## src/rtl/decode_onehot_seq.sv

```systemverilog
// ---------------------------------------------------------------------------
// decode_onehot_seq
//
// Purpose:
//   Decodes a register code into a registered one-hot enable vector. Three
//   behaviours are selectable:
//     direct : Y follows onehot(W) one cycle after En is sampled high
//     pulse  : a latched code is held on Y for STRETCH cycles
//     sweep  : codes 0..N-1 are walked in order, STRETCH cycles each. En low
//              pauses the walk without losing its place.
//   A one-cycle completion state (FIN) follows every pulse and every sweep.
//
// Parameters:
//   SEL_W   - width of the register-code field
//   STRETCH - cycles each code stays asserted in pulse/sweep modes (1..15)
//   N       - derived one-hot width, 2**SEL_W
//
// Ports:
//   Clock  - single clock, rising-edge active
//   Resetn - asynchronous, active-low reset
//   W      - register code
//   En     - decoder enable (pauses sweep, ignored during pulse)
//   Mode   - 00 direct, 01 pulse, 10 sweep, 11 direct
//   Start  - level-sampled start request for pulse/sweep
//   Y      - registered one-hot output; Y[k] is asserted for code k, and
//            bit 0 is the leftmost bit
//   Busy   - high while a pulse or sweep is in progress (including pauses)
//   Done   - one-cycle completion strobe
//   Code   - code currently driven on Y (0 when Y is zero)
// ---------------------------------------------------------------------------
module decode_onehot_seq #(
  parameter  int SEL_W   = 3,
  parameter  int STRETCH = 1,
  localparam int N       = 2 ** SEL_W
) (
  input  logic             Clock,
  input  logic             Resetn,
  input  logic [SEL_W-1:0] W,
  input  logic             En,
  input  logic [1:0]       Mode,
  input  logic             Start,
  output logic [0:N-1]     Y,
  output logic             Busy,
  output logic             Done,
  output logic [SEL_W-1:0] Code
);

  typedef enum logic [1:0] {
    IDLE  = 2'd0,
    PULSE = 2'd1,
    SWEEP = 2'd2,
    FIN   = 2'd3
  } state_t;

  localparam logic [3:0]       STRETCH_M1 = 4'(STRETCH - 1);
  localparam logic [SEL_W-1:0] LAST_CODE  = SEL_W'(N - 1);

  state_t             state, state_next;
  logic [0:N-1]       y_next;
  logic               busy_next;
  logic               done_next;
  logic [SEL_W-1:0]   code_next;

  // Sweep bookkeeping. sweep_code/cnt describe the next slot to be shown,
  // not the one currently on Y; sweep_last marks that the final slot of
  // code N-1 has already been shown.
  logic [SEL_W-1:0]   sweep_code, sweep_code_next;
  logic [3:0]         cnt, cnt_next;
  logic               sweep_last, sweep_last_next;

  // Result of consuming one display slot from (src_code, src_cnt).
  logic [SEL_W-1:0]   src_code;
  logic [3:0]         src_cnt;
  logic [SEL_W-1:0]   adv_code;
  logic [3:0]         adv_cnt;
  logic               adv_last;

  function automatic logic [0:N-1] onehot(input logic [SEL_W-1:0] c);
    logic [0:N-1] v;
    v    = '0;
    v[c] = 1'b1;
    return v;
  endfunction

  // Slot advance shared by the sweep launch (starting from code 0 with a
  // full stretch) and every shown sweep cycle. The code counter saturates
  // at N-1 and raises adv_last instead of wrapping.
  always_comb begin
    if (state == IDLE) begin
      src_code = '0;
      src_cnt  = STRETCH_M1;
    end else begin
      src_code = sweep_code;
      src_cnt  = cnt;
    end

    adv_code = src_code;
    adv_cnt  = src_cnt;
    adv_last = 1'b0;
    if (src_cnt == 4'd0) begin
      if (src_code == LAST_CODE) begin
        adv_last = 1'b1;
      end else begin
        adv_code = src_code + SEL_W'(1);
        adv_cnt  = STRETCH_M1;
      end
    end else begin
      adv_cnt = src_cnt - 4'd1;
    end
  end

  // Next-state and next-output logic. Every output is registered, so the
  // values computed here appear on the ports one cycle later. Defaults
  // describe an idle, zero-output cycle.
  always_comb begin
    state_next      = state;
    y_next          = '0;
    busy_next       = 1'b0;
    done_next       = 1'b0;
    code_next       = '0;
    sweep_code_next = sweep_code;
    cnt_next        = cnt;
    sweep_last_next = sweep_last;

    unique case (state)
      IDLE: begin
        sweep_code_next = '0;
        cnt_next        = '0;
        sweep_last_next = 1'b0;
        unique case (Mode)
          2'b01: begin
            if (Start && En) begin
              state_next = PULSE;
              y_next     = onehot(W);
              code_next  = W;
              busy_next  = 1'b1;
              cnt_next   = STRETCH_M1;
            end
          end
          2'b10: begin
            // The launch cycle already shows code 0, so the counters
            // advance past that first slot right away.
            if (Start && En) begin
              state_next      = SWEEP;
              y_next          = onehot('0);
              code_next       = '0;
              busy_next       = 1'b1;
              sweep_code_next = adv_code;
              cnt_next        = adv_cnt;
              sweep_last_next = adv_last;
            end
          end
          default: begin
            if (En) begin
              y_next    = onehot(W);
              code_next = W;
            end
          end
        endcase
      end

      PULSE: begin
        // En, W, Mode and Start are deliberately not looked at: a pulse
        // always runs to completion with the code latched at launch.
        if (cnt == 4'd0) begin
          state_next = FIN;
          done_next  = 1'b1;
        end else begin
          cnt_next  = cnt - 4'd1;
          y_next    = Y;
          code_next = Code;
          busy_next = 1'b1;
        end
      end

      SWEEP: begin
        if (sweep_last) begin
          state_next = FIN;
          done_next  = 1'b1;
        end else begin
          busy_next = 1'b1;
          // En low produces a pause cycle: Y stays zero and the counters
          // hold, so the walk resumes exactly where it stopped.
          if (En) begin
            y_next          = onehot(sweep_code);
            code_next       = sweep_code;
            sweep_code_next = adv_code;
            cnt_next        = adv_cnt;
            sweep_last_next = adv_last;
          end
        end
      end

      FIN: begin
        // Start is not sampled here; a held Start is picked up by the
        // following IDLE cycle instead.
        state_next      = IDLE;
        sweep_code_next = '0;
        cnt_next        = '0;
        sweep_last_next = 1'b0;
      end

      default: begin
        state_next = IDLE;
      end
    endcase
  end

  // State and output registers. Reset clears everything immediately, which
  // also aborts any pulse or sweep in flight without raising Done.
  always_ff @(posedge Clock or negedge Resetn) begin
    if (!Resetn) begin
      state      <= IDLE;
      Y          <= '0;
      Busy       <= 1'b0;
      Done       <= 1'b0;
      Code       <= '0;
      sweep_code <= '0;
      cnt        <= '0;
      sweep_last <= 1'b0;
    end else begin
      state      <= state_next;
      Y          <= y_next;
      Busy       <= busy_next;
      Done       <= done_next;
      Code       <= code_next;
      sweep_code <= sweep_code_next;
      cnt        <= cnt_next;
      sweep_last <= sweep_last_next;
    end
  end

endmodule

```

## config.mk

```make
export PLATFORM = sky130hd
export DESIGN_NAME = decode_onehot_seq
export DESIGN_NICKNAME = d
export VERILOG_FILES = /design/src/rtl/decode_onehot_seq.sv
export SDC_FILE = /design/constraint.sdc
export NUM_CORES = 1
export LEC_CHECK = 0
export BUFFER_PORTS_ARGS = -buffer_cell sky130_fd_sc_hd__buf_2
export CAP_MARGIN = 5
export CORE_UTILIZATION = 60
export DETAILED_ROUTE_END_ITERATION = 6
export GPL_TIMING_DRIVEN = 0
export PLACE_DENSITY = 0.83
export SLEW_MARGIN = 30
export SYNTH_ARGS = -nofsm -noshare
export SYNTH_HDL_FRONTEND = slang
export SYNTH_SLANG_ARGS = --single-unit
export TNS_END_PERCENT = 1
```

## constraint.sdc

```tcl
create_clock -name Clock -period 2.8 [get_ports Clock]
set_clock_uncertainty 0.1 [all_clocks]
set_input_delay 0.14 -clock Clock [delete_from_list [all_inputs] [get_ports Clock]]
set_output_delay 0.14 -clock Clock [all_outputs]
set_load 0.05 [all_outputs]
```

==> out/qor.yml, run 1 <==
vias: 1381
wl_met1_mm: 1.522
min_path_cells: 3
synthAdderAreaFrac_pct: 7.595
reg2regPathDepth: 10
grt_antenna_before_repair: 0
yosysTopAreaCell: "dfrtp_1"
firstDrtPassIters: 5
power_w: 0.001549
fmax_ghz: 0.4376
syn_area_per_cell_um2: 9.096
die_area_um2: 2674
p_leak_nw: 0.8027
r2r_start: "state[0]"
worstMarginPinSlew_ns: 0.5071
crit_path_start_kind: "flip-flop"
yosys-top-cells-area: "dfrtp_1 39%, ha_1 7.6%, o21ai_0 4.4%"
cts_max_path_buffers: 2
synth_xor_area_share_pct: 0
crit_path_max_fanout: 10
synthDistinctLibCells: 45
cts_tree: "done"
num-fill-cells: 173
ant_nets: 0
seq_area_um2: 575.6
slew_viol_final: 0
p_clk_share_pct: 10.1
core_um2: 2276
multiInputGateArea_um2: 809.5
period_needed_ns: 2.285
gp_congestion: 0.9338
synth_top_family_by_area: "compound AO/OA/AOI/OAI gates"
post_cts_resize_count: 0
async_flop_share_pct: 100.0
drtIter0Drc: 75
grt_pass1_wl_mm: 5.602
diodes: 0
io_pins: 22
nNetsFinal: 208
maxSlewHeadroom_pct: 66.19
min_path_type: "primary input to flip-flop"
fp-row-count: 17
max_cap_violations: 0
wl_met3_um: 218
synth-seq-area-share_pct: 38.82
synth_cells: 163
outcome: "completed"
die_w_um: 51.71
power_frac_seq_pct: 29.6
avgRoutedWirePerCell_um: 15.97
synth_mux_area_share_pct: 1.435
synthFlopType: "dfrtp_1"
avgViaCountPerCell: 6.364
cts_buffers: 3
clk_latency_ns: 0.31
clkTransAtPathRegs_ns: 0.13
dp_hpwl_mm: 2.605
port-buffer-count: 21
grt-ovfl-total: 0
hold_start: "W[2]"
internal_power_w: 0.0007806
yosysWarningCount: 0
fin_crit_sh_pct: 81.62
hold_end: "Y[4]"
worstSetupPathType: "flip-flop to flip-flop"
grt_start_max_net_pins: 24
syn-cell-area_um2: 1483
rrSetupSlack_ns: 0.51
finalNonFillerCells: 217
setup_viol_count_final: 0
fin_tns_setup_ns: 0
combPwrFrac_pct: 60.4
r2r_end: "sweep_code[1]"
drc: 0
irDropWorstVdd_mv: 0.7335
grt_pass1_vias: 1247
rsz0062_at_grt: "no"
synth-simple-area-share_pct: 19.58
final_common_cell: "buf_2"
cp_data_arrival_time_ns: 2.39
hold_buffers: 1
dp_cells: 212
drt_wl_total_mm: 3.466
synth_compound_area_share_pct: 25.99
p_sw_share_pct: 49.60
wl_met2_mm: 1.666
htree_levels: 1
cts-root-buf: "clkbuf_4"
synth_top_area_share_pct: 38.82
post-cts-setup-buffers: 0
worst_ep_required_time_ns: 2.90
syn_nets: 181
powerDensity_nw_per_um2: 932.9
cts_sinks: 23
drive_gt1_share_pct: 19.05
area_growth_pct: 11.98
mostFrequentLayoutCells: "24 x buf_2, 23 x dfrtp_1, 15 x nand2_1, 14 x inv_1, 13 x o21ai_0"
hold_violations: 0
die_h_um: 51.71
ys_ff_latch: 23
grt_use_total_pct: 28.19
switchingPower_w: 0.0007683
highest_layer: "met4"
initial_core_util_pct: 65.15
synth_edf_count: 0
end_kind: "flip-flop"
through the flow:
stage               setup WS [ns]  utilization [%]  cell area, um2  hold slack, ns
floorplan                  0.8497                -            1483         -0.2556
global route               0.3648            72.95            1660          0.1778
detailed placement         0.5490            71.30            1623         0.03983
global placement           0.5830            71.30            1623         0.03169
CTS                        0.5202            72.95            1660          0.1572
finish                     0.5147            72.95            1660          0.1593
power groups by stage:
stage	combinational [W]	clock (W)	sequential, W
3_3_place_gp	0.000884	0	0.000461
4_1_cts	0.000922	0.000156	0.000457
3_5_place_dp	0.000916	0	0.000465
5_1_grt	0.00102	0.000172	0.000468
6_report	0.000935	0.000156	0.000458
2_1_floorplan	0.000642	0	0.000527
how the worst max path moves through the flow:
stage / startpoint / endpoint / cells past startpoint / slack (ns)
6_report: state[0] / sweep_code[1] / 10 / 0.51
5_1_grt: state[0] / sweep_code[0] / 9 / 0.36
4_1_cts: state[0] / sweep_code[1] / 10 / 0.52
3_5_place_dp: state[0] / sweep_code[1] / 10 / 0.55
3_3_place_gp: state[0] / sweep_code[1] / 10 / 0.58
2_1_floorplan: state[0] / sweep_code[1] / 10 / 0.85
per-layer routing:
layer,vias up,track usage (%)
met1,646,38.22
met2,68,45.45
met3,10,2.924
li1,657,-
met4,0,12.16
met5,-,0
registers in the layout, summed over array words and instances, names as in the netlist:
signal	count
Y	8
cnt	4
Code	3
sweep_code	3
state	2
Busy	1
Done	1
sweep_last	1
worst max-delay path, cell delays in order (launching register included):
cell	delay (ns)
dfrtp_1	0.44
inv_1	0.11
ha_1	0.14
buf_2	0.19
clkbuf_1	0.39
nor2b_1	0.12
ha_1	0.25
nand2_1	0.13
a21oi_1	0.11
nand3_1	0.11
o211ai_1	0.09
cells in the mapped netlist, types with 2 or more instances:
cell type / n
nor4_1: 5
nor2_1: 12
nor3_1: 4
a21o_1: 2
o32ai_1: 2
inv_1: 14
a221o_1: 4
a21oi_1: 8
nand2_1: 15
a32oi_1: 6
clkbuf_1: 3
a22oi_1: 2
o211ai_1: 2
nand3_1: 3
o21ai_0: 13
nor2b_1: 5
buf_2: 3
o22ai_1: 3
dfrtp_1: 23
ha_1: 9
cells by family (layout without fill, tap and decap cells):
logic type / after synthesis / after routing
AO/OA/AOI/OAI: 52 / 52
adder cells (fa/ha/maj): 9 / 9
buffers and inverters: 22 / 48
flip-flops: 23 / 23
multiplexers: 2 / 2
AND/OR/NAND/NOR: 55 / 55
layout make-up:
cell class                 count  area share, %
tap                           28          2.110
sequential                    23          34.66
buffer                         8          2.713
inverter                      14          3.165
timing repair buffer          22          6.933
multi-input combinational    118          48.76
clock buffer                   3          1.356
clock inverter                 1         0.3014
Note: power is estimated with default switching activity, not from simulation.
==> inputs of run 2 (changes only) <==
CORE_UTILIZATION = 51   (was 60)
PLACE_DENSITY = 0.75   (was 0.83)
clock period = 1.87 ns   (was 2.8 ns; I/O delays follow)
==> run 2 against run 1 <==
Cell area grew 21%. Routed wire length grew 21%. Worst hold slack lost 0.043 ns. First-iteration DRC count grew 6.7%. Sequential cell count is the same. Sequential power grew 50%. Critical path depth shrank 2. Highest routed layer unchanged.
==> out/qor.yml, run 2 (synthesis results as in run 1) <==
period_needed_ns: 1.855  # -0.4307 ns
htree_levels: 1  # unchanged
mostFrequentLayoutCells: "22 x dfrtp_1, 21 x buf_2, 17 x buf_4, 13 x nand2_1, 13 x o21ai_0"
rsz0062_at_grt: "yes"
die_w_um: 55.92  # +8.1%
drtIter0Drc: 80  # +6.7%
io_pins: 22  # unchanged
power_w: 0.003162  # +100%
setup_viol_count_final: 0  # unchanged
ant_nets: 0  # unchanged
die_h_um: 55.92  # +8.1%
grt_pass1_wl_mm: 6.458  # +15%
fin_crit_sh_pct: 99.17  # +18 points
clk_latency_ns: 0.33  # +0.02 ns
num-fill-cells: 189  # +9.2%
dp_cells: 215  # +1.4%
top_regs: "Y (8), cnt (4)"
dp_hpwl_mm: 2.418  # -7.2%
worst_ep_required_time_ns: 2.05  # -0.85 ns
drive_gt1_share_pct: 39.71  # +21 points
regMostFlops: "Y"
cp_data_arrival_time_ns: 2.03  # -0.36 ns
worstMarginPinSlew_ns: 0.5290  # +0.02184 ns
cts-root-buf: "clkbuf_4"
fp-row-count: 19  # +2
fmax_ghz: 0.5392  # +23%
wl_met2_mm: 2.095  # +26%
final_util_pct: 72.96  # about the same
finalNonFillerCells: 235  # +8.3%
maxSlewHeadroom_pct: 64.74  # -1.5 points
crit_path_start_kind: "flip-flop"
worstSetupPathType: "flip-flop to flip-flop"
whs_ns: 0.1168  # -0.04256 ns
grt_start_max_net_pins: 24  # unchanged
grt_use_total_pct: 26.00  # -2.2 points
gp_congestion: 0.8840  # -5.3%
wl_met3_um: 212  # -2.8%
slew_viol_final: 0  # unchanged
grt_pass1_vias: 1350  # +8.3%
firstDrtPassIters: 6  # +1
avgViaCountPerCell: 6.400  # +0.56%
drt_wl_total_mm: 4.206  # +21%
max_cap_violations: 0  # unchanged
grt_antenna_before_repair: 0  # unchanged
end_kind: "flip-flop"
fin_ws_ns: 0.01548  # -0.4993 ns
post-place-ws_ns: -0.2592  # -0.8082 ns
grt-ovfl-total: 0  # unchanged
cts_tree: "done"
final_common_cell: "dfrtp_1"
nNetsFinal: 223  # +7.2%
diodes: 0  # unchanged
hold_violations: 0  # unchanged
port-buffer-count: 21  # unchanged
cts_sinks: 23  # unchanged
initial_core_util_pct: 53.77  # -11 points
wl_met1_mm: 1.828  # +20%
drc: 0  # unchanged
crit_path_max_fanout: 5  # -5
powerDensity_nw_per_um2: 1572  # +68%
min_path_type: "primary input to flip-flop"
largest_reg_flops: 8  # unchanged
die_area_um2: 3127  # +17%
vias: 1504  # +8.9%
irDropWorstVdd_mv: 1.571  # +110%
core_um2: 2758  # +21%
cts_max_path_buffers: 2  # unchanged
clkTransAtPathRegs_ns: 0.14  # about the same
cts_buffers: 3  # unchanged
outcome: "completed"
highest_layer: "met4"
avgRoutedWirePerCell_um: 17.90  # +12%
p_leak_nw: 0.9404  # +17%
area_growth_pct: 35.70
[run 2: changes by cell type in the layout (fill, tap and decap cells not counted), moves of 3 or more]
cell,change
inv_1,-4
nor2b_1,-3
nor4_1,-4
ha_1,-5
clkbuf_1,-3
buf_4,+16
ha_4,+5
buf_2,-3
inv_2,+3
[run 2: critical path, stage by stage (launching register included)]
cell and delay (ns):
dfrtp_1 0.40, buf_6 0.13, inv_4 0.06, ha_4 0.13
nor3b_4 0.29, o22ai_4 0.14, buf_4 0.15, nor4_2 0.24
a221o_1 0.16
[run 2: through the flow]
step	setup TNS [ns]	cell area, um2
2_1_floorplan	-0.003731	1489
3_3_place_gp	-1.026	1633
3_5_place_dp	-1.593	1633
4_1_cts	0	1818
5_1_grt	-0.2790	2012
6_report	0	2012
[run 2: metal layers]
| metal | vias up | GRT usage, % |
|---|---|---|
| li1 | 688 | - |
| met1 | 738 | 36.92 |
| met2 | 68 | 41.65 |
| met3 | 10 | 2.791 |
| met4 | 0 | 8.711 |
| met5 | - | 0 |
[run 2: final cells by class]
cell class,count,area [um2],share of cell area [%]
buffer,7,75.07,3.731
clock buffer,3,22.52,1.119
clock inverter,1,5.005,0.2488
inverter,14,55.05,2.736
multi-input combinational,118,999.7,49.69
sequential,23,576.8,28.67
tap,31,38.79,1.928
timing repair buffer,38,239.0,11.88
[run 2: path summary, 6_finish.rpt]
path | from | to | slack [ns] | depth (start not counted)
max | cnt[0] | Y[7] | 0.02 | 8
min | En | sweep_last | 0.12 | 5
max reg2reg | cnt[0] | Y[7] | 0.02 | 8
min reg2reg | Y[4] | Y[4] | 0.39 | 2
max in group asynchronous | Resetn | cnt[1] | 1.13 | 2
min in group asynchronous | Resetn | state[1] | 0.16 | 2
[run 2: timing repair]
action,4_1_cts,5_1_grt
hold endpoints to repair,23,0
pin swaps,4,10
hold buffers,1,0
setup endpoints to repair,21,16
gates resized for setup,29,26
setup buffers,5,11
[run 2: power breakdown]
part	internal (W)	switching (W)	leakage, nW
Clock	0.0000804	0.000175	0.0177
Sequential	0.000600	0.0000892	0.309
Combinational	0.000991	0.00123	0.614
Total	0.00167	0.00149	0.940
